### src/rtl/ddr3_resp_pkg.sv
// ----------------------------------------------------------------------------
// ddr3_resp_pkg : command encodings, bank-state type and read-data pattern
//                 shared by the DDR3 command responder.
// Revision 1.0
// ----------------------------------------------------------------------------
`default_nettype none

package ddr3_resp_pkg;

    // {ras_n, cas_n, we_n}
    localparam logic [2:0] CMD_NOP = 3'b111;
    localparam logic [2:0] CMD_ACT = 3'b011;
    localparam logic [2:0] CMD_RD  = 3'b101;
    localparam logic [2:0] CMD_PRE = 3'b010;
    localparam logic [2:0] CMD_WR  = 3'b100;
    localparam logic [2:0] CMD_REF = 3'b001;
    localparam logic [2:0] CMD_MRS = 3'b000;
    localparam logic [2:0] CMD_ZQ  = 3'b110;

    localparam logic [15:0] DATA_TAG = 16'hDA7A;
    localparam int unsigned NUM_BANKS = 8;

    typedef enum logic [1:0] {
        B_IDLE   = 2'd0,
        B_OPEN   = 2'd1,
        B_PRECHG = 2'd2
    } bank_state_e;

    function automatic logic [63:0] rd_word(input logic [13:0] row,
                                            input logic [2:0]  bank,
                                            input logic [9:0]  col);
        return {DATA_TAG, 2'b00, row, 13'b0, bank, 6'b0, col};
    endfunction

endpackage

`default_nettype wire

### src/rtl/ddr3_bank_tracker.sv
// ----------------------------------------------------------------------------
// ddr3_bank_tracker : per-bank open/precharge FSM, open row and spacing checks.
// Spacing counter present only when DDR3_RESP_TIMING_CHECK_EN is defined.
// Revision 1.0
// ----------------------------------------------------------------------------
`default_nettype none

module ddr3_bank_tracker
    import ddr3_resp_pkg::*;
#(
    parameter int ROW_W    = 14,
    parameter int tRCD_CYC = 6,
    parameter int tRP_CYC  = 6
) (
    input  logic             clk,
    input  logic             rst,
    input  logic             i_act,
    input  logic             i_rd,
    input  logic             i_pre,
    input  logic [ROW_W-1:0] i_row,
    output logic             o_open,
    output logic [ROW_W-1:0] o_row,
    output logic             o_err_rcd,
    output logic             o_err_rp,
    output logic             o_err_closed,
    output logic             o_err_act_open
);

    bank_state_e      r_state;
    logic [ROW_W-1:0] r_row;
    logic             w_is_open;

    assign w_is_open = (r_state == B_OPEN);

    always_ff @(posedge clk or posedge rst) begin
        if (rst) begin
            r_row <= '0;
        end else if (i_act) begin
            r_row <= i_row;
        end
    end

`ifdef DDR3_RESP_TIMING_CHECK_EN
    localparam logic [7:0] c_RCD = 8'(tRCD_CYC);
    localparam logic [7:0] c_RP  = 8'(tRP_CYC);

    // Holds k at the edge k cycles after the last ACT/PRE, saturating.
    logic [7:0] r_cnt;

    always_ff @(posedge clk or posedge rst) begin
        if (rst) begin
            r_cnt <= 8'd0;
        end else if (i_act || (i_pre && w_is_open)) begin
            r_cnt <= 8'd1;
        end else if (r_cnt != 8'hFF) begin
            r_cnt <= r_cnt + 8'd1;
        end
    end

    always_ff @(posedge clk or posedge rst) begin
        if (rst) begin
            r_state <= B_IDLE;
        end else begin
            case (r_state)
                B_IDLE:   if (i_act) r_state <= B_OPEN;
                B_OPEN:   if (!i_act && i_pre) r_state <= B_PRECHG;
                B_PRECHG: begin
                    if (i_act)              r_state <= B_OPEN;
                    else if (r_cnt >= c_RP) r_state <= B_IDLE;
                end
                default:  r_state <= B_IDLE;
            endcase
        end
    end

    assign o_err_rcd = i_rd && w_is_open && (r_cnt < c_RCD);
    assign o_err_rp  = i_act && (r_state == B_PRECHG) && (r_cnt < c_RP);
`else
    localparam int c_unused_spacing = tRCD_CYC + tRP_CYC;

    always_ff @(posedge clk or posedge rst) begin
        if (rst) begin
            r_state <= B_IDLE;
        end else begin
            case (r_state)
                B_IDLE:  if (i_act) r_state <= B_OPEN;
                B_OPEN:  if (!i_act && i_pre) r_state <= B_IDLE;
                default: r_state <= B_IDLE;
            endcase
        end
    end

    assign o_err_rcd = 1'b0;
    assign o_err_rp  = 1'b0;
`endif

    assign o_open         = w_is_open;
    assign o_row          = r_row;
    assign o_err_closed   = i_rd && !w_is_open;
    assign o_err_act_open = i_act && w_is_open;

endmodule

`default_nettype wire

### src/rtl/ddr3_cmd_responder.sv
// ----------------------------------------------------------------------------
// ddr3_cmd_responder : DDR3 device-side command decoder with bank tracking,
// CL-delayed pattern read data, sticky error flags and command counters.
// Optional spacing checks: define DDR3_RESP_TIMING_CHECK_EN.
// Revision 1.0
// ----------------------------------------------------------------------------
`default_nettype none

module ddr3_cmd_responder
    import ddr3_resp_pkg::*;
#(
    parameter int ROW_W    = 14,
    parameter int COL_W    = 10,
    parameter int DATA_W   = 64,
    parameter int tRCD_CYC = 6,
    parameter int tRP_CYC  = 6,
    parameter int CL_CYC   = 6
) (
    input  logic              clk,
    input  logic              rst,
    input  logic              cke,
    input  logic              cs_n,
    input  logic              ras_n,
    input  logic              cas_n,
    input  logic              we_n,
    input  logic [2:0]        ba,
    input  logic [ROW_W-1:0]  addr,
    input  logic              odt,
    input  logic              err_clear,
    output logic              rd_valid,
    output logic [DATA_W-1:0] rd_data,
    output logic [7:0]        bank_open,
    output logic              err_rcd,
    output logic              err_rp,
    output logic              err_closed,
    output logic              err_act_open,
    output logic              err_cmd,
    output logic [31:0]       act_seen,
    output logic [31:0]       rd_seen,
    output logic [31:0]       pre_seen
);

    logic        w_unused_odt;
    logic        w_cmd_en;
    logic [2:0]  w_cmd;
    logic        w_act, w_rd, w_pre, w_bad;
    logic        w_rd_push;
    logic [63:0] w_rd_word;

    logic [ROW_W-1:0] w_row [NUM_BANKS];
    logic [7:0]       w_open, w_e_rcd, w_e_rp, w_e_closed, w_e_act_open;

    assign w_unused_odt = odt;
    assign w_cmd_en     = cke && !cs_n;
    assign w_cmd        = {ras_n, cas_n, we_n};
    assign w_act        = w_cmd_en && (w_cmd == CMD_ACT);
    assign w_rd         = w_cmd_en && (w_cmd == CMD_RD);
    assign w_pre        = w_cmd_en && (w_cmd == CMD_PRE);
    assign w_bad        = w_cmd_en && ((w_cmd == CMD_WR)  || (w_cmd == CMD_REF) ||
                                       (w_cmd == CMD_MRS) || (w_cmd == CMD_ZQ));

    generate
        for (genvar gi = 0; gi < NUM_BANKS; gi++) begin : g_bank
            ddr3_bank_tracker #(
                .ROW_W    (ROW_W),
                .tRCD_CYC (tRCD_CYC),
                .tRP_CYC  (tRP_CYC)
            ) u_bank (
                .clk            (clk),
                .rst            (rst),
                .i_act          (w_act && (ba == 3'(gi))),
                .i_rd           (w_rd && (ba == 3'(gi))),
                .i_pre          (w_pre && (addr[10] || (ba == 3'(gi)))),
                .i_row          (addr),
                .o_open         (w_open[gi]),
                .o_row          (w_row[gi]),
                .o_err_rcd      (w_e_rcd[gi]),
                .o_err_rp       (w_e_rp[gi]),
                .o_err_closed   (w_e_closed[gi]),
                .o_err_act_open (w_e_act_open[gi])
            );
        end
    endgenerate

    // Reads to a closed bank return nothing; early reads still return data.
    assign w_rd_push = w_rd && w_open[ba];
    assign w_rd_word = rd_word(14'(w_row[ba]), ba, 10'(addr[COL_W-1:0]));

    logic              r_pipe_vld [CL_CYC];
    logic [63:0]       r_pipe_dat [CL_CYC];
    logic              r_rd_valid;
    logic [DATA_W-1:0] r_rd_data;

    always_ff @(posedge clk or posedge rst) begin
        if (rst) begin
            for (int i = 0; i < CL_CYC; i++) begin
                r_pipe_vld[i] <= 1'b0;
                r_pipe_dat[i] <= 64'd0;
            end
            r_rd_valid <= 1'b0;
            r_rd_data  <= '0;
        end else begin
            r_pipe_vld[0] <= w_rd_push;
            r_pipe_dat[0] <= w_rd_push ? w_rd_word : 64'd0;
            for (int i = 1; i < CL_CYC; i++) begin
                r_pipe_vld[i] <= r_pipe_vld[i-1];
                r_pipe_dat[i] <= r_pipe_dat[i-1];
            end
            r_rd_valid <= r_pipe_vld[CL_CYC-1];
            r_rd_data  <= DATA_W'(r_pipe_dat[CL_CYC-1]);
        end
    end

    logic        r_err_rcd, r_err_rp, r_err_closed, r_err_act_open, r_err_cmd;
    logic [31:0] r_act_seen, r_rd_seen, r_pre_seen;

    // A fresh error in the clearing cycle keeps its flag set.
    always_ff @(posedge clk or posedge rst) begin
        if (rst) begin
            r_err_rcd      <= 1'b0;
            r_err_rp       <= 1'b0;
            r_err_closed   <= 1'b0;
            r_err_act_open <= 1'b0;
            r_err_cmd      <= 1'b0;
        end else begin
            r_err_rcd      <= (r_err_rcd      && !err_clear) || (|w_e_rcd);
            r_err_rp       <= (r_err_rp       && !err_clear) || (|w_e_rp);
            r_err_closed   <= (r_err_closed   && !err_clear) || (|w_e_closed);
            r_err_act_open <= (r_err_act_open && !err_clear) || (|w_e_act_open);
            r_err_cmd      <= (r_err_cmd      && !err_clear) || w_bad;
        end
    end

    always_ff @(posedge clk or posedge rst) begin
        if (rst) begin
            r_act_seen <= 32'd0;
            r_rd_seen  <= 32'd0;
            r_pre_seen <= 32'd0;
        end else begin
            if (w_act) r_act_seen <= r_act_seen + 32'd1;
            if (w_rd)  r_rd_seen  <= r_rd_seen  + 32'd1;
            if (w_pre) r_pre_seen <= r_pre_seen + 32'd1;
        end
    end

    assign rd_valid     = r_rd_valid;
    assign rd_data      = r_rd_data;
    assign bank_open    = w_open;
    assign err_rcd      = r_err_rcd;
    assign err_rp       = r_err_rp;
    assign err_closed   = r_err_closed;
    assign err_act_open = r_err_act_open;
    assign err_cmd      = r_err_cmd;
    assign act_seen     = r_act_seen;
    assign rd_seen      = r_rd_seen;
    assign pre_seen     = r_pre_seen;

endmodule

`default_nettype wire

### config.mk
export PLATFORM = sky130hd
export DESIGN_NAME = ddr3_cmd_responder
export DESIGN_NICKNAME = d
export VERILOG_FILES = /design/src/rtl/ddr3_resp_pkg.sv /design/src/rtl/ddr3_bank_tracker.sv /design/src/rtl/ddr3_cmd_responder.sv
export SDC_FILE = /design/constraint.sdc
export NUM_CORES = 1
export LEC_CHECK = 0
export CORE_MARGIN = 10
export CORE_UTILIZATION = 53
export CTS_BUF_LIST = sky130_fd_sc_hd__clkbuf_16
export CTS_CLUSTER_SIZE = 12
export DETAILED_ROUTE_END_ITERATION = 12
export PLACE_DENSITY = 0.74
export SETUP_SLACK_MARGIN = 0.05
export SYNTH_ARGS = -nofsm -noshare
export SYNTH_HDL_FRONTEND = slang
export SYNTH_SLANG_ARGS = --single-unit
### constraint.sdc
create_clock -name clk -period 27.3 [get_ports clk]
set_clock_uncertainty 0.1 [all_clocks]
set_input_delay 5.46 -clock clk [delete_from_list [all_inputs] [get_ports clk]]
set_output_delay 5.46 -clock clk [all_outputs]
set_load 0.05 [all_outputs]
## Word-level counts from Yosys, hierarchy flattened

Index checks and enable logic that the tools add are counted.

- Register bits: 684
- Bits in latches: 0
- Bits in writable memories: 0
- Memory bits (read-only): 0
- Input port bits: 26
- Memories kept: 0

- Add/subtract/negate cells: 3
- Multiply operators: 0
- Div/mod/pow operators: 0
- Order comparisons: 2
- Equal/unequal tests: 37
- Shifts and indexed selects: 0
- Muxes and demuxes: 30
- Bitwise operators: 1
- Reductions and logical operators: 111

Operators by type and width:

| cell | count |
|---|---|
| $add 32x1->32 const B | 3 |
| $mux 64 | 1 |
| $logic_and 1x1->1 | 59 |
| $bmux 14 s3 | 1 |
| $mux 2 | 16 |
| $pmux 2 s2 | 8 |
| $mux 14 | 2 |
| $eq 3x3->1 const B | 7 |
| $logic_not 1->1 | 18 |
| $eq 2x1->1 const B | 8 |
| $logic_not 2->1 | 8 |
| $ne 2x1->1 const B | 8 |
| $ne 2x2->1 const B | 8 |
| $reduce_and 2->1 | 8 |
| $reduce_or 8->1 | 2 |
| $logic_or 1x1->1 | 14 |
| $eq 3x2->1 const B | 4 |
| $eq 3x1->1 const B | 2 |
| $logic_not 3->1 | 2 |
| $ge 4x4->1 const B | 1 |
| $lt 3x4->1 const B | 1 |
| $not 3->4 | 1 |
| $bmux 1 s3 | 1 |
| $mux 1 | 1 |

## Depth between registers and ports, before layout

Gate-level depths: netlist of the first run.

- Word-level depth: 8
- Gate-level depth with buffers: 7

## Modules after synthesis

A second synthesis of the first run with hierarchy kept.

- Cell total of the unflattened synthesis: 1120
- Area total of the unflattened synthesis: 16379.5 µm²

By module, submodules not included:

| module | instances | cells an instance | area an instance (µm²) |
|---|---|---|---|
| ddr3_cmd_responder | 1 | 808 | 11234.5 |
| ddr3_bank_tracker | 8 | 39 | 643.1 |

## Worst setup path after synthesis of the first run

OpenSTA, ideal clock, no wires.

- Kind: input to register
- Start: input ba[0]
- End: register r_pipe_dat[358] (netlist bit)
- Data arrival time: 6.837 ns
- Required time: 27.079 ns
- Path slack: 20.242 ns
- Stages: 6
- Path buffers: 3
- Path through: buf_2 > buf_4 > buf_2 > mux4_2 > mux2i_1 > nor2_1

- Longest elaborated chain between the ends: 5
- Elaborated cells on any way between the ends: 8
- Classes of those cells: 6 x mux; 1 x bitwise; 1 x reduce/logical

RTL lines:

| element | RTL line | source |
|---|---|---|
| from (decl) | ddr3_cmd_responder.sv:26 | `input logic [2:0] ba,` |
| $not 3->4 (not written as such) | ddr3_cmd_responder.sv:87 | `assign w_rd_word = rd_word(14'(w_row[ba]), ba, 10'(addr[COL_W-1:0]));` |
| $bmux 14 s3 | ddr3_cmd_responder.sv:87 |  |
| $mux 14 (not written as such) (2 in series) | ddr3_cmd_responder.sv:87 |  |
| $mux 64 * | ddr3_cmd_responder.sv:104 | `r_pipe_dat[0] <= w_rd_push ? w_rd_word : 64'd0;` |
| to (signal, indexed assignment) | ddr3_cmd_responder.sv:107 | `r_pipe_dat[i] <= r_pipe_dat[i-1];` |
| to (decl) | ddr3_cmd_responder.sv:90 | `logic [63:0] r_pipe_dat [CL_CYC];` |

Mark *: on every way between the ends. The rest lies on a longest branch, timed or not. The select of a mux whose other input is x is not followed.
A chain may end at the register's enable or synchronous reset.

## Final worst setup path of the first run

- Start: input cas_n
- End: register g_bank[1].u_bank.r_row[2]

- Longest elaborated chain between the ends: 3

RTL lines:

| element | RTL line | source |
|---|---|---|
| from (decl) | ddr3_cmd_responder.sv:24 | `input logic cas_n,` |
| $eq 3x2->1 | ddr3_cmd_responder.sv:56 | `assign w_act = w_cmd_en && (w_cmd == CMD_ACT);` |
| $logic_and 1x1->1 | ddr3_cmd_responder.sv:56 |  |
| $logic_and 1x1->1 | ddr3_cmd_responder.sv:71 | `.i_act (w_act && (ba == 3'(gi))),` |
| to (signal assigned) | ddr3_bank_tracker.sv:39 | `r_row <= i_row;` |
| to (decl) | ddr3_bank_tracker.sv:30 | `logic [ROW_W-1:0] r_row;` |

Every way passes these cells.

==> summary.md, run 1 <==
| Metric | Value |
|---|---|
| Outcome | finished clean |
| Max Cap Violations | 0 |
| Vias in the first global route | 8,440 |
| Cells after Synth | 1,001 |
| Post-CTS sizing | 0 |
| Post-layout nets | 1,202 |
| Max H-tree Level | 2 |
| Final setup viols | 0 |
| Slowest cell on crit path | nand3_2 |
| Hold slack | 0.243 ns |
| Data arrival, critical path | 8.05 ns |
| Share of cells above drive strength 1 | 0.181 |
| Crit share post-route | 0.283 |
| Reg2reg start | pre_seen[12]$_DFFE_PP0N_ |
| Grt total ovfl | 0 |
| Mapped Area | 0.0153 mm2 |
| Largest net degree at the start of global routing | 192 |
| Largest cells by area after synthesis | dfrtp_1 (68%), mux2_2 (7.7%), xnor2_1 (4.2%) |
| CTS tree | yes |
| Die width | 190 um |
| Syn. warnings | 0 |
| Vias | 8,176 |
| Clock period minus worst slack | 7.73 ns |
| RSZ-0062 raised after global routing | false |
| Comb pwr share | 0.090 |
| Pwr dens | 70.3 mW/mm2 |
| Most used DFF post-synth | dfrtp_1 |
| Clock tree buffer depth | 3 |
| Top-count cell post-synth | dfrtp_1 |
| DRC Markers | 0 |
| Filler cell count in the final layout | 2,041 |
| Sw power | 0.316 mW |
| Critical path class | input port to register |
| Maximum VDD drop | 0.0000460 V |
| Number of synthesized flops with an enable pin | 0 |
| CTS Root Cell | clkbuf_16 |
| Sequential share of power | 0.507 |
| Clk_lat worst skew | 0.54 ns |
| Number of buffers added for setup after CTS | 0 |
| Die area | 0.0361 mm2 |
| Hold Crit Start | r_pipe_dat[356]$_DFF_PP0_ |
| Cell variety after synth | 47 |
| CP Capture Type | register |
| Io pins | 200 |
| TritonCTS Buffers | 43 |
| Final Instance Area | 0.0184 mm2 |
| Fin. max-slew vios | 0 |
| Final hold violations | 0 |
| Top cells by count, synth | dfrtp_1 (417), mux2_2 (105), xnor2_1 (73) |
| Asr flop ratio synth | 1.00 |
| Cells after DPL | 1,512 |
| Post-synthesis sequential area ratio | 0.681 |
| Synthesized area per cell | 15.3 um2 |
| Iteration count of the initial detailed-routing pass | 4 |
| DR vias/cell | 5.19 |
| Area after DPL | 0.0172 mm2 |
| Slew HR | 0.310 |
| Switching Fraction | 0.244 |
| Total GRT Usage | 0.163 |
| Core ar. | 0.0286 mm2 |
| GPL Wtd Cong | 0.810 |
| Req. time, crit path | 27.62 ns |
| Largest stage delay on the critical path | 0.58 ns |
| Clk slew on worst S/H paths | 0.06 ns |
| Fin cells | 1,576 |
| Final setup TNS | 0 ns |
| Yosys top cell by area | dfrtp_1 |
| Site row count | 62 |
| Area fraction of the dominant cell type after synthesis | 0.681 |
| Post-Route WL | 29,200 um |
| P_leak | 8.96 nW |
| Clk pwr share | 0.404 |
| Height of the die | 190 um |
| Syn-to-layout area delta | 20.1% |
| Worst hold path class | register to register |
| Post-DRT Antenna Nets | 0 |
| Port-buffer cells | 171 |
| First-pass GRT wire length | 47,300 um |
| Worst-path fanout max | 16 |
| Seq cells post-synth | 417 |
| CP Cell Sequence | clkdlybuf4s50_1 > and4bb_2 > and2_1 > nand3_2 > mux2_2 |
| Total clock sinks | 417 |
| Startpoint types | input port |
| Antenna violations before repair | 2 |
| DPL Wire Length | 18,400 um |
| Fmax | 129 MHz |
| Initial Utilization | 0.535 |
| Internal Pwr Total | 0.977 mW |
| Hold_buf cts | 0 |
| Critical path origin | cas_n |
| DRT iter0 DRCs | 541 |
| Least-Margin Pin Slew | 1.04 ns |
| Detailed-route wire length per cell | 18.5 um |
[per-stage QoR]
step            util  setup WS, ns  power [mW]
2_1_floorplan      -         10.13       0.750
3_3_place_gp   0.600         19.10       0.781
3_5_place_dp   0.600         19.00       0.783
4_1_cts        0.643         19.59        1.31
5_1_grt        0.643         19.51        1.35
6_report       0.643         19.57        1.29
[kinds of logic (layout without fill, tap and decap cells)]
family,after synthesis,count (layout),synth area share
buffers and inverters,81,245,0.0347
other,1,28,0.000245
multiplexers,159,159,0.138
AND/OR/NAND/NOR,225,225,0.0805
flip-flops,417,417,0.681
adder cells (fa/ha/maj),3,3,0.00245
AO/OA/AOI/OAI,22,22,0.00931
XOR/XNOR,93,93,0.0532
[worst paths after layout]
path / endpoint / slack, ns / depth (start not counted)
setup / recovery: g_bank[1].u_bank.o_row[2]$_DFFE_PP0N_ / 19.57 / 5
hold / removal: r_pipe_dat[292]$_DFF_PP0_ / 0.24 / 0
setup reg to reg: pre_seen[26]$_DFFE_PP0N_ / 25.12 / 5
hold reg to reg: r_pipe_dat[292]$_DFF_PP0_ / 0.24 / 0
max in group asynchronous: g_bank[4].u_bank.o_row[3]$_DFFE_PP0N_ / 20.01 / 3
min in group asynchronous: rd_data[7]$_DFF_PP0_ / 5.46 / 2
[critical path, delay by kind of cell]
family | cells | cell delay (ns)
buf+inv | 1 | 0.55
simple gates | 3 | 1.53
mux | 1 | 0.49
[cells in the final DEF (no fill, tap or decap), types with 3 or more instances in the layout]
cell / count
and2_1: 3
conb_1: 27
dfrtp_1: 417
xnor2_1: 73
mux4_2: 28
ha_1: 3
nand3_2: 3
clkbuf_16: 43
mux2_2: 105
buf_4: 6
o21ai_0: 9
a21oi_1: 6
nand2b_1: 3
clkdlybuf4s50_1: 170
nand4_1: 19
nor3_1: 5
and3_1: 30
mux2_4: 9
nand2_2: 3
inv_1: 10
nor2b_1: 6
and4_1: 14
nand3_1: 44
xor2_1: 20
mux2i_1: 17
nor2_1: 29
clkinv_1: 6
nand2_1: 52
[metal layers]
| metal | vias to the layer above | global-route usage | share of wire |
|---|---|---|---|
| li1 | 3747 | - | - |
| met1 | 4178 | 0.215 | 0.42 |
| met2 | 211 | 0.262 | 0.49 |
| met3 | 38 | 0.0428 | 0.071 |
| met4 | 2 | 0.0452 | 0.016 |
| met5 | - | 0 | 0.00045 |
[layout make-up]
type	instances	area (um2)	share of cell area
sequential	417	10400	0.567
antenna	1	2.50	0.000136
multi-input combinational	529	4460	0.242
timing repair buffer	178	1770	0.0963
clock buffer	43	1080	0.0585
clock inverter	20	149	0.00809
tap	384	480	0.0261
inverter	4	22.5	0.00122
[power by group through the flow]
stage / clock [mW] / combinational, mW / sequential [mW]
after floorplan: 0 / 0.0661 / 0.684
after global placement: 0 / 0.116 / 0.665
after detailed placement: 0 / 0.117 / 0.666
after CTS: 0.538 / 0.118 / 0.655
after global routing: 0.563 / 0.125 / 0.658
final: 0.522 / 0.116 / 0.655
[state kept, by name, indices dropped and copies added (netlist names)]
signal	cells
rd_seen	32
g_bank.u_bank.r_state	8
err_rp	1
err_rcd	1
err_act_open	1
act_seen	32
rd_data	28
pre_seen	32
err_closed	1
err_cmd	1
r_pipe_dat	168
g_bank.u_bank.o_row	112
(Power assumes the default switching activity.)
==> run 2, diff against run 1 <==
==> constraint.sdc (replaced) <==
create_clock -name clk -period 7.2 [get_ports clk]
set_clock_uncertainty 0.1 [all_clocks]
set_input_delay 1.44 -clock clk [delete_from_list [all_inputs] [get_ports clk]]
set_output_delay 1.44 -clock clk [all_outputs]
set_load 0.05 [all_outputs]
==> run 2 against run 1 <==
Against the previous run: hold slack hardly changed; global-route usage fell by 0.53 points; die area is the same.
==> summary.md, run 2 (synthesis gave the netlist of run 1 again) <==
| Metric | Value |
|---|---|
| Clock tree buffer depth | 3 |
| Post-Route WL | 28,600 um |
| Number of buffers added for setup after CTS | 0 |
| Post-DRT Antenna Nets | 0 |
| Syn-to-layout area delta | 20.3% |
| Critical path class | input port to register |
| Req. time, crit path | 7.55 ns |
| Detailed-route wire length per cell | 18.1 um |
| Fmax | 247 MHz |
| Pwr dens | 265 mW/mm2 |
| Slew HR | 0.241 |
| Post-CTS sizing | 0 |
| Antenna violations before repair | 2 |
| Sw power | 1.18 mW |
| Largest Register | r_pipe_dat |
| Crit share post-route | 0.562 |
| Die area | 0.0361 mm2 |
| Fin. max-slew vios | 0 |
| Clk pwr share | 0.402 |
| Met1 usage | 0.203 |
| CP Capture Type | register |
| Outcome | finished clean |
| Iteration count of the initial detailed-routing pass | 5 |
| Most frequent cells in the layout | dfrtp_1 (417), clkdlybuf4s50_1 (170), mux2_2 (105) |
| GR Util met2 | 0.260 |
| Commonest non-fill, non-tap cell in the layout | dfrtp_1 |
| TritonCTS Buffers | 43 |
| Internal Pwr Total | 3.70 mW |
| Maximum VDD drop | 0.000160 V |
| P_leak | 8.98 nW |
| Final hold violations | 0 |
| DRC Markers | 0 |
| Io pins | 200 |
| CTS Root Cell | clkbuf_16 |
| DPL Wire Length | 18,600 um |
| Sequential cell area | 0.0104 mm2 |
| Max H-tree Level | 2 |
| Die width | 190 um |
| Busiest layer in global routing | met2 |
| Sequential share of power | 0.509 |
| Area after DPL | 0.0172 mm2 |
| Initial Utilization | 0.535 |
| Met3 global-route usage | 0.0408 |
| Total GRT Usage | 0.158 |
| Final Instance Area | 0.0184 mm2 |
| Core ar. | 0.0286 mm2 |
| Least-Margin Pin Slew | 1.14 ns |
| RSZ-0062 raised after global routing | false |
| Grt total ovfl | 0 |
| CTS tree | yes |
| Share of cells above drive strength 1 | 0.182 |
| Worst hold path class | register to register |
| Max Cap Violations | 0 |
| Filler cell count in the final layout | 2,105 |
| Post-layout nets | 1,204 |
| GPL Wtd Cong | 0.810 |
| Vias | 8,147 |
| DRT iter0 DRCs | 403 |
| Comb pwr share | 0.090 |
| Max reg flops | 168 |
| Hold_buf cts | 0 |
| Clk_lat worst skew | 0.53 ns |
| Startpoint types | input port |
| Final setup viols | 0 |
| Port-buffer cells | 171 |
| Total clock sinks | 417 |
| Worst-path fanout max | 37 |
| Site row count | 62 |
| Final setup TNS | 0 ns |
| Total Power | 4.89 mW |
| Switching Fraction | 0.242 |
| Height of the die | 190 um |
| Clock period minus worst slack | 4.05 ns |
| Largest net degree at the start of global routing | 209 |
| Multi-input gate area | 0.00445 mm2 |
| DR vias/cell | 5.15 |
| Data arrival, critical path | 4.39 ns |
| Clk slew on worst S/H paths | 0.06 ns |
| Vias in the first global route | 8,501 |
| First-pass GRT wire length | 46,300 um |
-- run 2: cell count changes in the layout (fill, tap and decap cells not counted), moves of 2 or more --
cell and change:
inv_1 +4, inv_8 -2, buf_4 +2, inv_16 -2
clkinv_2 +2
-- run 2: worst paths after layout --
| kind | startpoint | to | slack (ns) | cells past startpoint |
|---|---|---|---|---|
| max | ba[1] | r_pipe_dat[355]$_DFF_PP0_ | 3.15 | 7 |
| min | r_pipe_dat[323]$_DFF_PP0_ | r_pipe_dat[259]$_DFF_PP0_ | 0.24 | 0 |
| max reg2reg | g_bank[3].u_bank.r_state[0]$_DFFE_PP0P_ | r_pipe_dat[355]$_DFF_PP0_ | 4.70 | 5 |
| min reg2reg | r_pipe_dat[323]$_DFF_PP0_ | r_pipe_dat[259]$_DFF_PP0_ | 0.24 | 0 |
| max in group asynchronous | rst | g_bank[1].u_bank.o_row[3]$_DFFE_PP0N_ | 4.50 | 3 |
| min in group asynchronous | rst | rd_data[1]$_DFF_PP0_ | 1.13 | 2 |
-- run 2: per-stage QoR --
stage	utilization	cells	setup WS [ns]	hold WS [ns]
finish	0.644	1583	3.15	0.242
detailed placement	0.600	1514	2.56	0.235
floorplan	-	1027	0.0365	0.231
global route	0.643	1582	2.82	0.247
CTS	0.643	1582	3.12	0.245
global placement	0.600	1514	2.65	0.231
-- run 2: per-layer routing --
layer | vias to the layer above | wire length (um)
met5 | - | 0
met4 | 0 | 552
met3 | 46 | 2070
met2 | 201 | 13900
met1 | 4157 | 12000
li1 | 3743 | -
-- run 2: worst max-delay path, stage by stage --
cell             delay, ns
clkdlybuf4s50_1       0.45
buf_4                 0.45
nor2_1                0.21
a22o_1                0.26
a311oi_2              0.78
nand2_1               0.54
nor2_1                0.24
-- run 2: power by group through the flow --
| stage | clock (mW) | combinational, mW | sequential, mW |
|---|---|---|---|
| 3_3_place_gp | 0 | 0.438 | 2.52 |
| 5_1_grt | 2.12 | 0.471 | 2.50 |
| 3_5_place_dp | 0 | 0.445 | 2.53 |
| 2_1_floorplan | 0 | 0.251 | 2.59 |
| 6_report | 1.96 | 0.438 | 2.48 |
| 4_1_cts | 2.02 | 0.446 | 2.48 |
-- run 2: cell type report --
| type | count | share of cell area |
|---|---|---|
| repair buffers | 180 | 0.0970 |
| well taps | 384 | 0.0261 |
| clock buffers | 43 | 0.0584 |
| multi-input cells | 529 | 0.242 |
| diodes | 1 | 0.000136 |
| clock inverters | 25 | 0.00917 |
| inverters | 4 | 0.00102 |
| flip-flops and latches | 417 | 0.566 |
==> run 3, diff against run 2 <==
--- a/config.mk
+++ b/config.mk
@@ -6,11 +6,11 @@
 export NUM_CORES = 1
 export LEC_CHECK = 0
 export CORE_MARGIN = 10
-export CORE_UTILIZATION = 53
+export CORE_UTILIZATION = 49
 export CTS_BUF_LIST = sky130_fd_sc_hd__clkbuf_16
 export CTS_CLUSTER_SIZE = 12
 export DETAILED_ROUTE_END_ITERATION = 12
-export PLACE_DENSITY = 0.74
+export PLACE_DENSITY = 0.72
 export SETUP_SLACK_MARGIN = 0.05
 export SYNTH_ARGS = -nofsm -noshare
 export SYNTH_HDL_FRONTEND = slang
==> constraint.sdc (replaced) <==
create_clock -name clk -period 3.6 [get_ports clk]
set_clock_uncertainty 0.1 [all_clocks]
set_input_delay 0.72 -clock clk [delete_from_list [all_inputs] [get_ports clk]]
set_output_delay 0.72 -clock clk [all_outputs]
set_load 0.05 [all_outputs]
==> run 3 against run 2 <==
Against the previous run: flip-flop and latch count is the same; clock-buffer cell count is the same; register-to-register slack lost 3.2 ns; combinational power grew 110%; die area grew 7.3%; cell count grew 2.0%; sequential share of layout area shrank 0.87 points; critical path type is now register to primary output; critical endpoint is now rd_data[49]; largest cell class unchanged; highest routed layer is now met5.
==> summary.md, run 3 (synthesis gave the netlist of run 1 again) <==
| Metric | Value |
|---|---|
| Outcome | finished clean |
| Vias | 8,286 |
| Commonest non-fill, non-tap cell in the layout | dfrtp_1 |
| Hold_buf cts | 0 |
| TritonCTS Buffers | 43 |
| Stages on worst setup path | 1 |
| Critical path class | register to primary output |
| CP Cell Sequence | clkdlybuf4s50_1 |
| Switching Fraction | 0.240 |
| Crit share post-route | 0.751 |
| Port-buffer cells | 171 |
| Antenna violations before repair | 2 |
| Worst hold path class | register to register |
| Final Instance Area | 0.0187 mm2 |
| Top Family by Delay on Critical Path | buffers and inverters |
| Vias in the first global route | 8,774 |
| Clock tree buffer depth | 3 |
| CTS Root Cell | clkbuf_16 |
| CTS tree | yes |
| Largest stage delay on the critical path | 0.87 ns |
| Pwr dens | 528 mW/mm2 |
| Post-CTS sizing | 0 |
| Clk slew on worst S/H paths | 0.06 ns |
| Max H-tree Level | 2 |
| Max Cap Violations | 0 |
| Total Power | 9.87 mW |
| Total GRT Usage | 0.156 |
| CP Capture Type | primary output |
| Height of the die | 197 um |
| Fmax | 370 MHz |
| Site row count | 64 |
| Slew HR | 0.509 |
| Grt total ovfl | 0 |
| P_leak | 9.12 nW |
| Uppermost routed layer | met5 |
| Comb pwr share | 0.093 |
| First-pass GRT wire length | 48,900 um |
| Data arrival, critical path | 1.88 ns |
| DPL Wire Length | 20,600 um |
| Area after DPL | 0.0174 mm2 |
| Iteration count of the initial detailed-routing pass | 4 |
| Maximum VDD drop | 0.000349 V |
| R2r worst-path depth | 5 |
| Final hold violations | 0 |
| Core ar. | 0.0307 mm2 |
| Post-Route WL | 30,000 um |
| RSZ-0062 raised after global routing | false |
| Req. time, crit path | 2.78 ns |
| Startpoint types | register |
| Io pins | 200 |
| Largest Register | r_pipe_dat |
| GPL Wtd Cong | 0.820 |
| Fin. max-slew vios | 0 |
| Max reg flops | 168 |
| Wire length on met3 | 2010 um |
| Worst hold path cell count | 0 |
| Clk pwr share | 0.404 |
| Largest net degree at the start of global routing | 61 |
| DR vias/cell | 5.13 |
| Syn-to-layout area delta | 22.1% |
| Buffers and inverters on the worst path | 1 |
| Fin cells | 1,615 |
| Sw power | 2.37 mW |
| DRC Markers | 0 |
| Post-DRT Antenna Nets | 0 |
| Die area | 0.0387 mm2 |
| Sequential share of power | 0.504 |
| Final setup viols | 0 |
| DR WL met2 | 14,500 um |
| Least-Margin Pin Slew | 0.735 ns |
| Hold slack | 0.240 ns |
| Worst-path fanout max | 11 |
| Most frequent cells in the layout | dfrtp_1 (417), clkdlybuf4s50_1 (170), mux2_2 (105) |
| Final setup TNS | 0 ns |
| Internal Pwr Total | 7.50 mW |
| WL met1 | 12,800 um |
| Die width | 197 um |
| DRT iter0 DRCs | 434 |
| Share of cells above drive strength 1 | 0.195 |
| Post-Route Utilization | 0.608 |
| Clock period minus worst slack | 2.70 ns |
| Post-layout nets | 1,224 |
| Initial Utilization | 0.498 |
| Setup WS post-layout | 0.898 ns |
| Post-placement setup slack | 0.448 ns |
| Detailed-route wire length per cell | 18.6 um |
| Number of buffers added for setup after CTS | 0 |
| Total clock sinks | 417 |
| Slowest cell on crit path | clkdlybuf4s50_1 |
| Clk_lat worst skew | 0.54 ns |
| Cells after DPL | 1,546 |
[run 3: cell types whose count changed in the layout (fill, tap and decap cells not counted), sizes merged]
cell    previous run  this run
clkinv            12        11
buf               10        30
bufinv             1         2
[run 3: power groups by stage]
stage / clock, mW / combinational [mW] / sequential [mW]
after detailed placement: 0 / 0.924 / 5.05
after floorplan: 0 / 0.501 / 5.19
after global placement: 0 / 0.908 / 5.04
final: 3.98 / 0.916 / 4.97
after global routing: 4.31 / 0.987 / 5.00
after CTS: 4.10 / 0.929 / 4.97
[run 3: per-layer routing]
| layer | vias up | GRT usage |
|---|---|---|
| met5 | - | 0 |
| li1 | 3773 | - |
| met2 | 179 | 0.250 |
| met3 | 42 | 0.0436 |
| met4 | 2 | 0.0467 |
| met1 | 4290 | 0.205 |
[run 3: path summary, 6_finish.rpt]
path,startpoint,to,slack [ns]
setup / recovery,rd_data[62]$_DFF_PP0_,rd_data[49],0.90
hold / removal,r_pipe_dat[68]$_DFF_PP0_,r_pipe_dat[4]$_DFF_PP0_,0.24
setup reg to reg,pre_seen[12]$_DFFE_PP0N_,pre_seen[30]$_DFFE_PP0N_,1.48
hold reg to reg,r_pipe_dat[68]$_DFF_PP0_,r_pipe_dat[4]$_DFF_PP0_,0.24
max in group asynchronous,rst,g_bank[1].u_bank.o_row[6]$_DFFE_PP0N_,2.09
min in group asynchronous,rst,r_pipe_dat[35]$_DFF_PP0_,0.57
[run 3: final cells by class]
class	instances	area [um2]
fill	2375	12000
sequential	417	10400
multi-input combinational	529	4450
timing repair buffer	200	2040
clock buffer	43	1080
tap	396	495
clock inverter	25	190
inverter	4	18.8
antenna	1	2.50
[run 3: worst register-to-register path, stage by stage, from the launching register on]
cell     delay (ns)
dfrtp_1        0.44
and4_1         0.33
nand3_1        0.17
nor3_1         0.60
nand3_1        0.21
xnor2_1        0.17
